==> src/rtl/cpu_defs.sv <==
// rtl/cpu_defs.sv - opcodes, state encodings and datapath select codes for the multicycle control unit
package cpu_defs;

    localparam int OPW    = 6;
    localparam int ALUOPW = 3;

    localparam logic [OPW-1:0] OP_ADD   = 6'b000000;
    localparam logic [OPW-1:0] OP_SUB   = 6'b000001;
    localparam logic [OPW-1:0] OP_ADDIU = 6'b000010;
    localparam logic [OPW-1:0] OP_AND   = 6'b010000;
    localparam logic [OPW-1:0] OP_ANDI  = 6'b010001;
    localparam logic [OPW-1:0] OP_ORI   = 6'b010010;
    localparam logic [OPW-1:0] OP_XORI  = 6'b010011;
    localparam logic [OPW-1:0] OP_SLL   = 6'b011000;
    localparam logic [OPW-1:0] OP_SLT   = 6'b100111;
    localparam logic [OPW-1:0] OP_SLTI  = 6'b100110;
    localparam logic [OPW-1:0] OP_SW    = 6'b110000;
    localparam logic [OPW-1:0] OP_LW    = 6'b110001;
    localparam logic [OPW-1:0] OP_BEQ   = 6'b110100;
    localparam logic [OPW-1:0] OP_BNE   = 6'b110101;
    localparam logic [OPW-1:0] OP_BLTZ  = 6'b110110;
    localparam logic [OPW-1:0] OP_J     = 6'b111000;
    localparam logic [OPW-1:0] OP_JR    = 6'b111001;
    localparam logic [OPW-1:0] OP_JAL   = 6'b111010;
    localparam logic [OPW-1:0] OP_HALT  = 6'b111111;

    typedef enum logic [2:0] {
        ST_IF     = 3'b000,
        ST_ID     = 3'b001,
        ST_EXE_LS = 3'b010,
        ST_MEM    = 3'b011,
        ST_WB_LD  = 3'b100,
        ST_EXE_BR = 3'b101,
        ST_EXE_AL = 3'b110,
        ST_WB_AL  = 3'b111
    } state_e;

    localparam logic [ALUOPW-1:0] ALU_ADD = 3'b000;
    localparam logic [ALUOPW-1:0] ALU_SUB = 3'b001;
    localparam logic [ALUOPW-1:0] ALU_SLL = 3'b010;
    localparam logic [ALUOPW-1:0] ALU_OR  = 3'b011;
    localparam logic [ALUOPW-1:0] ALU_AND = 3'b100;
    localparam logic [ALUOPW-1:0] ALU_SLT = 3'b110;
    localparam logic [ALUOPW-1:0] ALU_XOR = 3'b111;

    localparam logic [1:0] EXT_SHAMT = 2'b00;
    localparam logic [1:0] EXT_ZERO  = 2'b01;
    localparam logic [1:0] EXT_SIGN  = 2'b10;

    localparam logic [1:0] PC_NEXT   = 2'b00;
    localparam logic [1:0] PC_BRANCH = 2'b01;
    localparam logic [1:0] PC_RS     = 2'b10;
    localparam logic [1:0] PC_JUMP   = 2'b11;

    localparam logic [1:0] RD_RA = 2'b00;
    localparam logic [1:0] RD_RT = 2'b01;
    localparam logic [1:0] RD_RD = 2'b10;

    typedef enum logic [2:0] {
        CL_ALU,
        CL_LS,
        CL_BR,
        CL_JMP,
        CL_HALT,
        CL_UNDEF
    } op_class_e;

    // Instruction family decides the path through the FSM after ID.
    function automatic op_class_e op_class(input logic [OPW-1:0] op);
        op_class_e c;
        case (op)
            OP_ADD, OP_SUB, OP_ADDIU, OP_AND, OP_ANDI, OP_ORI,
            OP_XORI, OP_SLL, OP_SLT, OP_SLTI: c = CL_ALU;
            OP_SW, OP_LW:                     c = CL_LS;
            OP_BEQ, OP_BNE, OP_BLTZ:          c = CL_BR;
            OP_J, OP_JR, OP_JAL:              c = CL_JMP;
            OP_HALT:                          c = CL_HALT;
            default:                          c = CL_UNDEF;
        endcase
        return c;
    endfunction

endpackage

==> src/rtl/multicycle_ctrl_if.sv <==
// rtl/multicycle_ctrl_if.sv - control unit bundle between IR/ALU flags and the datapath selects
interface multicycle_ctrl_if;
    import cpu_defs::*;

    logic [OPW-1:0]    opcode;
    logic              zero;
    logic              sign;
    logic [2:0]        state;
    logic              PCWre;
    logic              IRWre;
    logic              InsMemRW;
    logic              mRD;
    logic              mWR;
    logic              RegWre;
    logic [1:0]        RegDst;
    logic              WrRegDSrc;
    logic              DBDataSrc;
    logic              ALUSrcA;
    logic              ALUSrcB;
    logic [1:0]        ExtSel;
    logic [1:0]        PCSrc;
    logic [ALUOPW-1:0] ALUOp;

    modport master (
        input  opcode, zero, sign,
        output state, PCWre, IRWre, InsMemRW, mRD, mWR, RegWre, RegDst,
               WrRegDSrc, DBDataSrc, ALUSrcA, ALUSrcB, ExtSel, PCSrc, ALUOp
    );

    modport slave (
        output opcode, zero, sign,
        input  state, PCWre, IRWre, InsMemRW, mRD, mWR, RegWre, RegDst,
               WrRegDSrc, DBDataSrc, ALUSrcA, ALUSrcB, ExtSel, PCSrc, ALUOp
    );

endinterface

==> src/rtl/ctrl_decode.sv <==
// rtl/ctrl_decode.sv - combinational decode of state, opcode and ALU flags into datapath controls
module ctrl_decode
    import cpu_defs::*;
(
    input  state_e            state_i,
    input  logic [OPW-1:0]    opcode_i,
    input  logic              zero_i,
    input  logic              sign_i,
    output logic              pc_wre_o,
    output logic              ir_wre_o,
    output logic              ins_mem_rw_o,
    output logic              m_rd_o,
    output logic              m_wr_o,
    output logic              reg_wre_o,
    output logic [1:0]        reg_dst_o,
    output logic              wr_reg_d_src_o,
    output logic              db_data_src_o,
    output logic              alu_src_a_o,
    output logic              alu_src_b_o,
    output logic [1:0]        ext_sel_o,
    output logic [1:0]        pc_src_o,
    output logic [ALUOPW-1:0] alu_op_o
);

    op_class_e cls;
    logic      taken;

    assign cls = op_class(opcode_i);

    always_comb begin
        taken = 1'b0;
        case (opcode_i)
            OP_BEQ:  taken = zero_i;
            OP_BNE:  taken = ~zero_i;
            OP_BLTZ: taken = sign_i;
            default: taken = 1'b0;
        endcase
    end

    // Strobes: PC advances only in each instruction's final state, so HALT and
    // undefined opcodes never move the PC.
    always_comb begin
        pc_wre_o      = 1'b0;
        m_rd_o        = 1'b0;
        m_wr_o        = 1'b0;
        reg_wre_o     = 1'b0;
        db_data_src_o = 1'b0;
        ir_wre_o      = (state_i == ST_IF);
        ins_mem_rw_o  = (state_i == ST_IF);
        case (state_i)
            ST_ID: begin
                pc_wre_o  = (cls == CL_JMP);
                reg_wre_o = (opcode_i == OP_JAL);
            end
            ST_EXE_BR: pc_wre_o = 1'b1;
            ST_MEM: begin
                pc_wre_o = (opcode_i == OP_SW);
                m_rd_o   = (opcode_i == OP_LW);
                m_wr_o   = (opcode_i == OP_SW);
            end
            ST_WB_AL: begin
                pc_wre_o  = 1'b1;
                reg_wre_o = 1'b1;
            end
            ST_WB_LD: begin
                pc_wre_o      = 1'b1;
                reg_wre_o     = 1'b1;
                db_data_src_o = 1'b1;
            end
            default: ;
        endcase
    end

    always_comb begin
        ext_sel_o      = EXT_SIGN;
        alu_op_o       = ALU_ADD;
        alu_src_a_o    = 1'b0;
        alu_src_b_o    = 1'b0;
        reg_dst_o      = RD_RT;
        wr_reg_d_src_o = 1'b1;
        pc_src_o       = PC_NEXT;
        case (opcode_i)
            OP_ADD:   reg_dst_o = RD_RD;
            OP_SUB: begin
                alu_op_o  = ALU_SUB;
                reg_dst_o = RD_RD;
            end
            OP_ADDIU: alu_src_b_o = 1'b1;
            OP_AND: begin
                alu_op_o  = ALU_AND;
                reg_dst_o = RD_RD;
            end
            OP_ANDI: begin
                alu_op_o    = ALU_AND;
                ext_sel_o   = EXT_ZERO;
                alu_src_b_o = 1'b1;
            end
            OP_ORI: begin
                alu_op_o    = ALU_OR;
                ext_sel_o   = EXT_ZERO;
                alu_src_b_o = 1'b1;
            end
            OP_XORI: begin
                alu_op_o    = ALU_XOR;
                ext_sel_o   = EXT_ZERO;
                alu_src_b_o = 1'b1;
            end
            OP_SLL: begin
                alu_op_o    = ALU_SLL;
                ext_sel_o   = EXT_SHAMT;
                alu_src_a_o = 1'b1;
                reg_dst_o   = RD_RD;
            end
            OP_SLT: begin
                alu_op_o  = ALU_SLT;
                reg_dst_o = RD_RD;
            end
            OP_SLTI: begin
                alu_op_o    = ALU_SLT;
                alu_src_b_o = 1'b1;
            end
            OP_SW, OP_LW: alu_src_b_o = 1'b1;
            OP_BEQ, OP_BNE, OP_BLTZ: begin
                alu_op_o = ALU_SUB;
                pc_src_o = (taken && state_i == ST_EXE_BR) ? PC_BRANCH : PC_NEXT;
            end
            OP_J:  pc_src_o = PC_JUMP;
            OP_JR: pc_src_o = PC_RS;
            OP_JAL: begin
                pc_src_o       = PC_JUMP;
                reg_dst_o      = RD_RA;
                wr_reg_d_src_o = 1'b0;
            end
            default: ;
        endcase
    end

endmodule

==> src/rtl/multicycle_ctrl.sv <==
// rtl/multicycle_ctrl.sv - multicycle CPU control FSM: state register and instruction sequencing
module multicycle_ctrl
    import cpu_defs::*;
(
    input  logic              CLK,
    input  logic              Reset,
    multicycle_ctrl_if.master bus
);

    state_e    state_q;
    state_e    state_d;
    op_class_e op_cls;

    assign op_cls    = op_class(bus.opcode);
    assign bus.state = state_q;

    always_ff @(posedge CLK or negedge Reset) begin
        if (!Reset) begin
            state_q <= ST_IF;
        end else begin
            state_q <= state_d;
        end
    end

    // HALT parks in ID; undefined opcodes fall back to IF as a NOP.
    always_comb begin
        state_d = ST_IF;
        case (state_q)
            ST_IF: state_d = ST_ID;
            ST_ID: begin
                case (op_cls)
                    CL_HALT: state_d = ST_ID;
                    CL_BR:   state_d = ST_EXE_BR;
                    CL_LS:   state_d = ST_EXE_LS;
                    CL_ALU:  state_d = ST_EXE_AL;
                    default: state_d = ST_IF;
                endcase
            end
            ST_EXE_AL: state_d = ST_WB_AL;
            ST_EXE_LS: state_d = ST_MEM;
            ST_MEM:    state_d = (bus.opcode == OP_LW) ? ST_WB_LD : ST_IF;
            default:   state_d = ST_IF;
        endcase
    end

    ctrl_decode u_decode (
        .state_i        (state_q),
        .opcode_i       (bus.opcode),
        .zero_i         (bus.zero),
        .sign_i         (bus.sign),
        .pc_wre_o       (bus.PCWre),
        .ir_wre_o       (bus.IRWre),
        .ins_mem_rw_o   (bus.InsMemRW),
        .m_rd_o         (bus.mRD),
        .m_wr_o         (bus.mWR),
        .reg_wre_o      (bus.RegWre),
        .reg_dst_o      (bus.RegDst),
        .wr_reg_d_src_o (bus.WrRegDSrc),
        .db_data_src_o  (bus.DBDataSrc),
        .alu_src_a_o    (bus.ALUSrcA),
        .alu_src_b_o    (bus.ALUSrcB),
        .ext_sel_o      (bus.ExtSel),
        .pc_src_o       (bus.PCSrc),
        .alu_op_o       (bus.ALUOp)
    );

endmodule

==> src/flat_wrapper.sv <==
// flat-port wrapper written by rule: the top's interface ports become plain ports
module multicycle_ctrl_flat import cpu_defs::*;
  (CLK, Reset, bus_opcode, bus_zero, bus_sign, bus_state, bus_PCWre, bus_IRWre, bus_InsMemRW, bus_mRD, bus_mWR, bus_RegWre, bus_RegDst, bus_WrRegDSrc, bus_DBDataSrc, bus_ALUSrcA, bus_ALUSrcB, bus_ExtSel, bus_PCSrc, bus_ALUOp);
  multicycle_ctrl_if bus_i ();
  input  logic CLK;
  input  logic Reset;
  input wire logic [$bits(bus_i.opcode)-1:0] bus_opcode;
  input wire logic [$bits(bus_i.zero)-1:0] bus_zero;
  input wire logic [$bits(bus_i.sign)-1:0] bus_sign;
  output wire logic [$bits(bus_i.state)-1:0] bus_state;
  output wire logic [$bits(bus_i.PCWre)-1:0] bus_PCWre;
  output wire logic [$bits(bus_i.IRWre)-1:0] bus_IRWre;
  output wire logic [$bits(bus_i.InsMemRW)-1:0] bus_InsMemRW;
  output wire logic [$bits(bus_i.mRD)-1:0] bus_mRD;
  output wire logic [$bits(bus_i.mWR)-1:0] bus_mWR;
  output wire logic [$bits(bus_i.RegWre)-1:0] bus_RegWre;
  output wire logic [$bits(bus_i.RegDst)-1:0] bus_RegDst;
  output wire logic [$bits(bus_i.WrRegDSrc)-1:0] bus_WrRegDSrc;
  output wire logic [$bits(bus_i.DBDataSrc)-1:0] bus_DBDataSrc;
  output wire logic [$bits(bus_i.ALUSrcA)-1:0] bus_ALUSrcA;
  output wire logic [$bits(bus_i.ALUSrcB)-1:0] bus_ALUSrcB;
  output wire logic [$bits(bus_i.ExtSel)-1:0] bus_ExtSel;
  output wire logic [$bits(bus_i.PCSrc)-1:0] bus_PCSrc;
  output wire logic [$bits(bus_i.ALUOp)-1:0] bus_ALUOp;
  assign bus_i.opcode = bus_opcode;
  assign bus_i.zero = bus_zero;
  assign bus_i.sign = bus_sign;
  assign bus_state = bus_i.state;
  assign bus_PCWre = bus_i.PCWre;
  assign bus_IRWre = bus_i.IRWre;
  assign bus_InsMemRW = bus_i.InsMemRW;
  assign bus_mRD = bus_i.mRD;
  assign bus_mWR = bus_i.mWR;
  assign bus_RegWre = bus_i.RegWre;
  assign bus_RegDst = bus_i.RegDst;
  assign bus_WrRegDSrc = bus_i.WrRegDSrc;
  assign bus_DBDataSrc = bus_i.DBDataSrc;
  assign bus_ALUSrcA = bus_i.ALUSrcA;
  assign bus_ALUSrcB = bus_i.ALUSrcB;
  assign bus_ExtSel = bus_i.ExtSel;
  assign bus_PCSrc = bus_i.PCSrc;
  assign bus_ALUOp = bus_i.ALUOp;
  multicycle_ctrl u_core (.CLK(CLK), .Reset(Reset), .bus(bus_i));
endmodule
==> config.mk <==
export PLATFORM = sky130hd
export DESIGN_NAME = multicycle_ctrl_flat
export DESIGN_NICKNAME = d
export VERILOG_FILES = /design/src/rtl/cpu_defs.sv /design/src/rtl/multicycle_ctrl_if.sv /design/src/rtl/ctrl_decode.sv /design/src/rtl/multicycle_ctrl.sv /design/src/flat_wrapper.sv
export SDC_FILE = /design/constraint.sdc
export NUM_CORES = 1
export LEC_CHECK = 0
export CAP_MARGIN = 0
export CORE_MARGIN = 2
export CORE_UTILIZATION = 60
export DETAILED_ROUTE_END_ITERATION = 8
export DONT_BUFFER_PORTS = 1
export PLACE_DENSITY = 0.82
export SYNTH_ARGS = -nofsm -noshare
export SYNTH_HDL_FRONTEND = slang
export SYNTH_SLANG_ARGS = --single-unit
export TNS_END_PERCENT = 10
==> constraint.sdc <==
create_clock -name CLK -period 2.8 [get_ports CLK]
set_input_delay 0.28 -clock CLK [delete_from_list [all_inputs] [get_ports CLK]]
set_output_delay 0.28 -clock CLK [all_outputs]
set_load 0.005 [all_outputs]
==> flow_summary.ini <==
[floorplanning]
start_util_pct = 62.82
row_count = 13
die-area_um2 = 1636
ios = 32
die_x_um = 40.45
fp.coreArea_um2 = 1269
die_h_um = 40.45

[power_and_ir_drop]
power_density_nw_per_um2 = 427.2
power_leakage_nw = 0.2857
finalPower_uw = 316.4
peakVddDrop_v = 0.0001130

[yosys]
synthDistinctLibCells = 47
synthDominantCellAreaShare_pct = 9.419
syn_area_um2 = 797.0
synth_edf_count = 0
syn_nets = 118
ys_warn_count = 0
syn_area_per_cell_um2 = 7.380
ys_seq_elements = 3
syn_inst = 108
yosysSeqAreaShare_pct = 9.419
yosys.area.top_type = dfrtp_1
yosys_most_used_dff = dfrtp_1
synth_area_leaders = dfrtp_1 9.4%, buf_6 7.1%, a21oi_1 5.7%, nor2_1 5.2%, mux2i_1 3.8%
async_flop_share_pct = 100.0

[critical_path]
crit_type = flop to output pin
cp.required_ps = 2520
path_delay_family = flip-flops
worstPathArrival_ps = 1410
end_kind = output pin
slowest_delay_ps = 560
cp_num_buf_inv = 0
cp_max_fo = 11
path_cells = nand4b_2 -> o31a_1 -> o22ai_1
cp.depth = 3
cp-start-kind = flop
reg2reg_depth = 4
slowest_stage = dfrtp_1

[global_routing]
antenna_found_initial = 0
grt_usage_pct = 24.77
overflow = 0
grt_pass1_vias = 650
grt_max_degree = 22
grt_pass1_wl_um = 2753

[detailed_routing]
dr.pass1.iters = 4
via_per_inst = 6.728
drt_wl_total_um = 1821
antenna_left = 0
drtIter0Drc = 19
drc = 0
wl_per_cell_um = 15.97
num_vias = 767

[clocking]
clkTransAtPathRegs_ps = 40
clockBufferDepth = 2
cts_max_level = 1
numCtsBuffers = 3
root_buffer = clkbuf_4
cts_tree = done
clkLatencyLatePin_ps = 240
cts_setup_buffers = 0
cts_sinks = 3

[cells_and_area]
final_common_cell = nor2_1
final_cells = 114
drive_gt1_share_pct = 17.17
layout_common_cells = 11 x nor2_1, 9 x a21oi_1, 6 x nand2_1
largest_reg_flops = 3
layout.nets = 110
fin_area_um2 = 740.7
antennaDiodeCount = 0
area_delta_synth_final_pct = -7.064

[timing]
setup_viol = 0
fmax_mhz = 590.7
hold_viol_final = 0
max_slew_margin_pct = 74.90
layout_setup_ws_ps = 1107
fin_tns_setup_ps = 0
period_share_pct = 60.46
skew_ps = 3.268
worst_pin_slew_ps = 376.5
rsz0062_at_grt = false
finalCriticalPeriod_ps = 1693
finalMaxSlewViolations = 0

[worst_hold_path]
min_delay_path_depth = 1
hp-class = input port to flop

[placed_design]
gp_routability_congestion = 0.8477
port_buffers = 0
place_area_um2 = 704.4
hpwl_um = 1267
pre_cts_slack_ps = 1313
dp_cells = 109

[flow_run]
cap_viol_max_count = 0

[status]
status = completed
[worst reg2reg max path, cell delays in order (launching register included)]
cell,delay [ps]
dfrtp_1,540
nor3b_2,340
o211ai_2,120
a221oi_1,250
a211o_1,180
[per-layer routing]
layer  global-route usage [%]  up-vias  wire (um)
met5                        0        -          0
met4                    15.00        0         29
met3                    4.444        4        127
met2                    38.49       36        885
met1                    31.09      354        779
li1                         -      373          -
[where the power goes]
group	internal [mW]	leakage (nW)	switching [mW]	total (mW)
logic	0.0659	0.232	0.0674	0.133
clock network	0.0535	0.0150	0.0244	0.0779
registers	0.0577	0.0388	0.0474	0.105
[final cells by class]
type | count | area [um2]
clock buffers | 4 | 26.28
fillers | 117 | 528.0
inverters | 5 | 18.77
multi-input cells | 86 | 591.8
flip-flops and latches | 3 | 75.07
well taps | 15 | 18.77
repair buffers | 1 | 10.01
[what timing repair did]
| action | 4_1_cts | 5_1_grt |
|---|---|---|
| resized for setup | 0 | 0 |
| endpoints found under the hold margin | 3 | 0 |
| hold buffers | 1 | 0 |
[cells in the mapped netlist, drive strengths merged (2+ instances only)]
library cell  count
nor4              3
nand4b            3
nor2b             3
mux2i             3
nand4             4
o22ai             4
nor2             12
o31a              2
nand3             3
dfrtp             3
nor3              3
buf              14
nand2b            5
o31ai             2
inv               5
and2b             2
nor3b             2
nand2             7
a21oi             9
o21ai             2
o211ai            2
[per-stage QoR]
stage,hold WS (ps),util (%)
3_5_place_dp,-15.52,55.52
3_3_place_gp,-15.53,55.52
6_report,136.6,58.38
2_1_floorplan,-15.59,-
4_1_cts,130.2,58.38
5_1_grt,128.7,58.38
[cells by family after synthesis]
group / synth area share (%)
simple gates: 39.09
compound gates: 29.20
buf+inv: 16.32
mux: 3.768
flops: 9.419
xor+xnor: 2.198
[final timing paths]
path                                               start                       endpoint  slack, ps
setup reg to reg           u_core.bus.state[0]$_DFF_PN0_  u_core.bus.state[2]$_DFF_PN0_       1310
hold / removal                             bus_opcode[2]  u_core.bus.state[1]$_DFF_PN0_        140
max in group asynchronous                          Reset  u_core.bus.state[0]$_DFF_PN0_       2370
setup / recovery           u_core.bus.state[1]$_DFF_PN0_                      bus_PCWre       1110
min in group asynchronous                          Reset  u_core.bus.state[1]$_DFF_PN0_        290
hold reg to reg            u_core.bus.state[0]$_DFF_PN0_  u_core.bus.state[0]$_DFF_PN0_        720
Note: power is estimated with default switching activity, not from simulation.
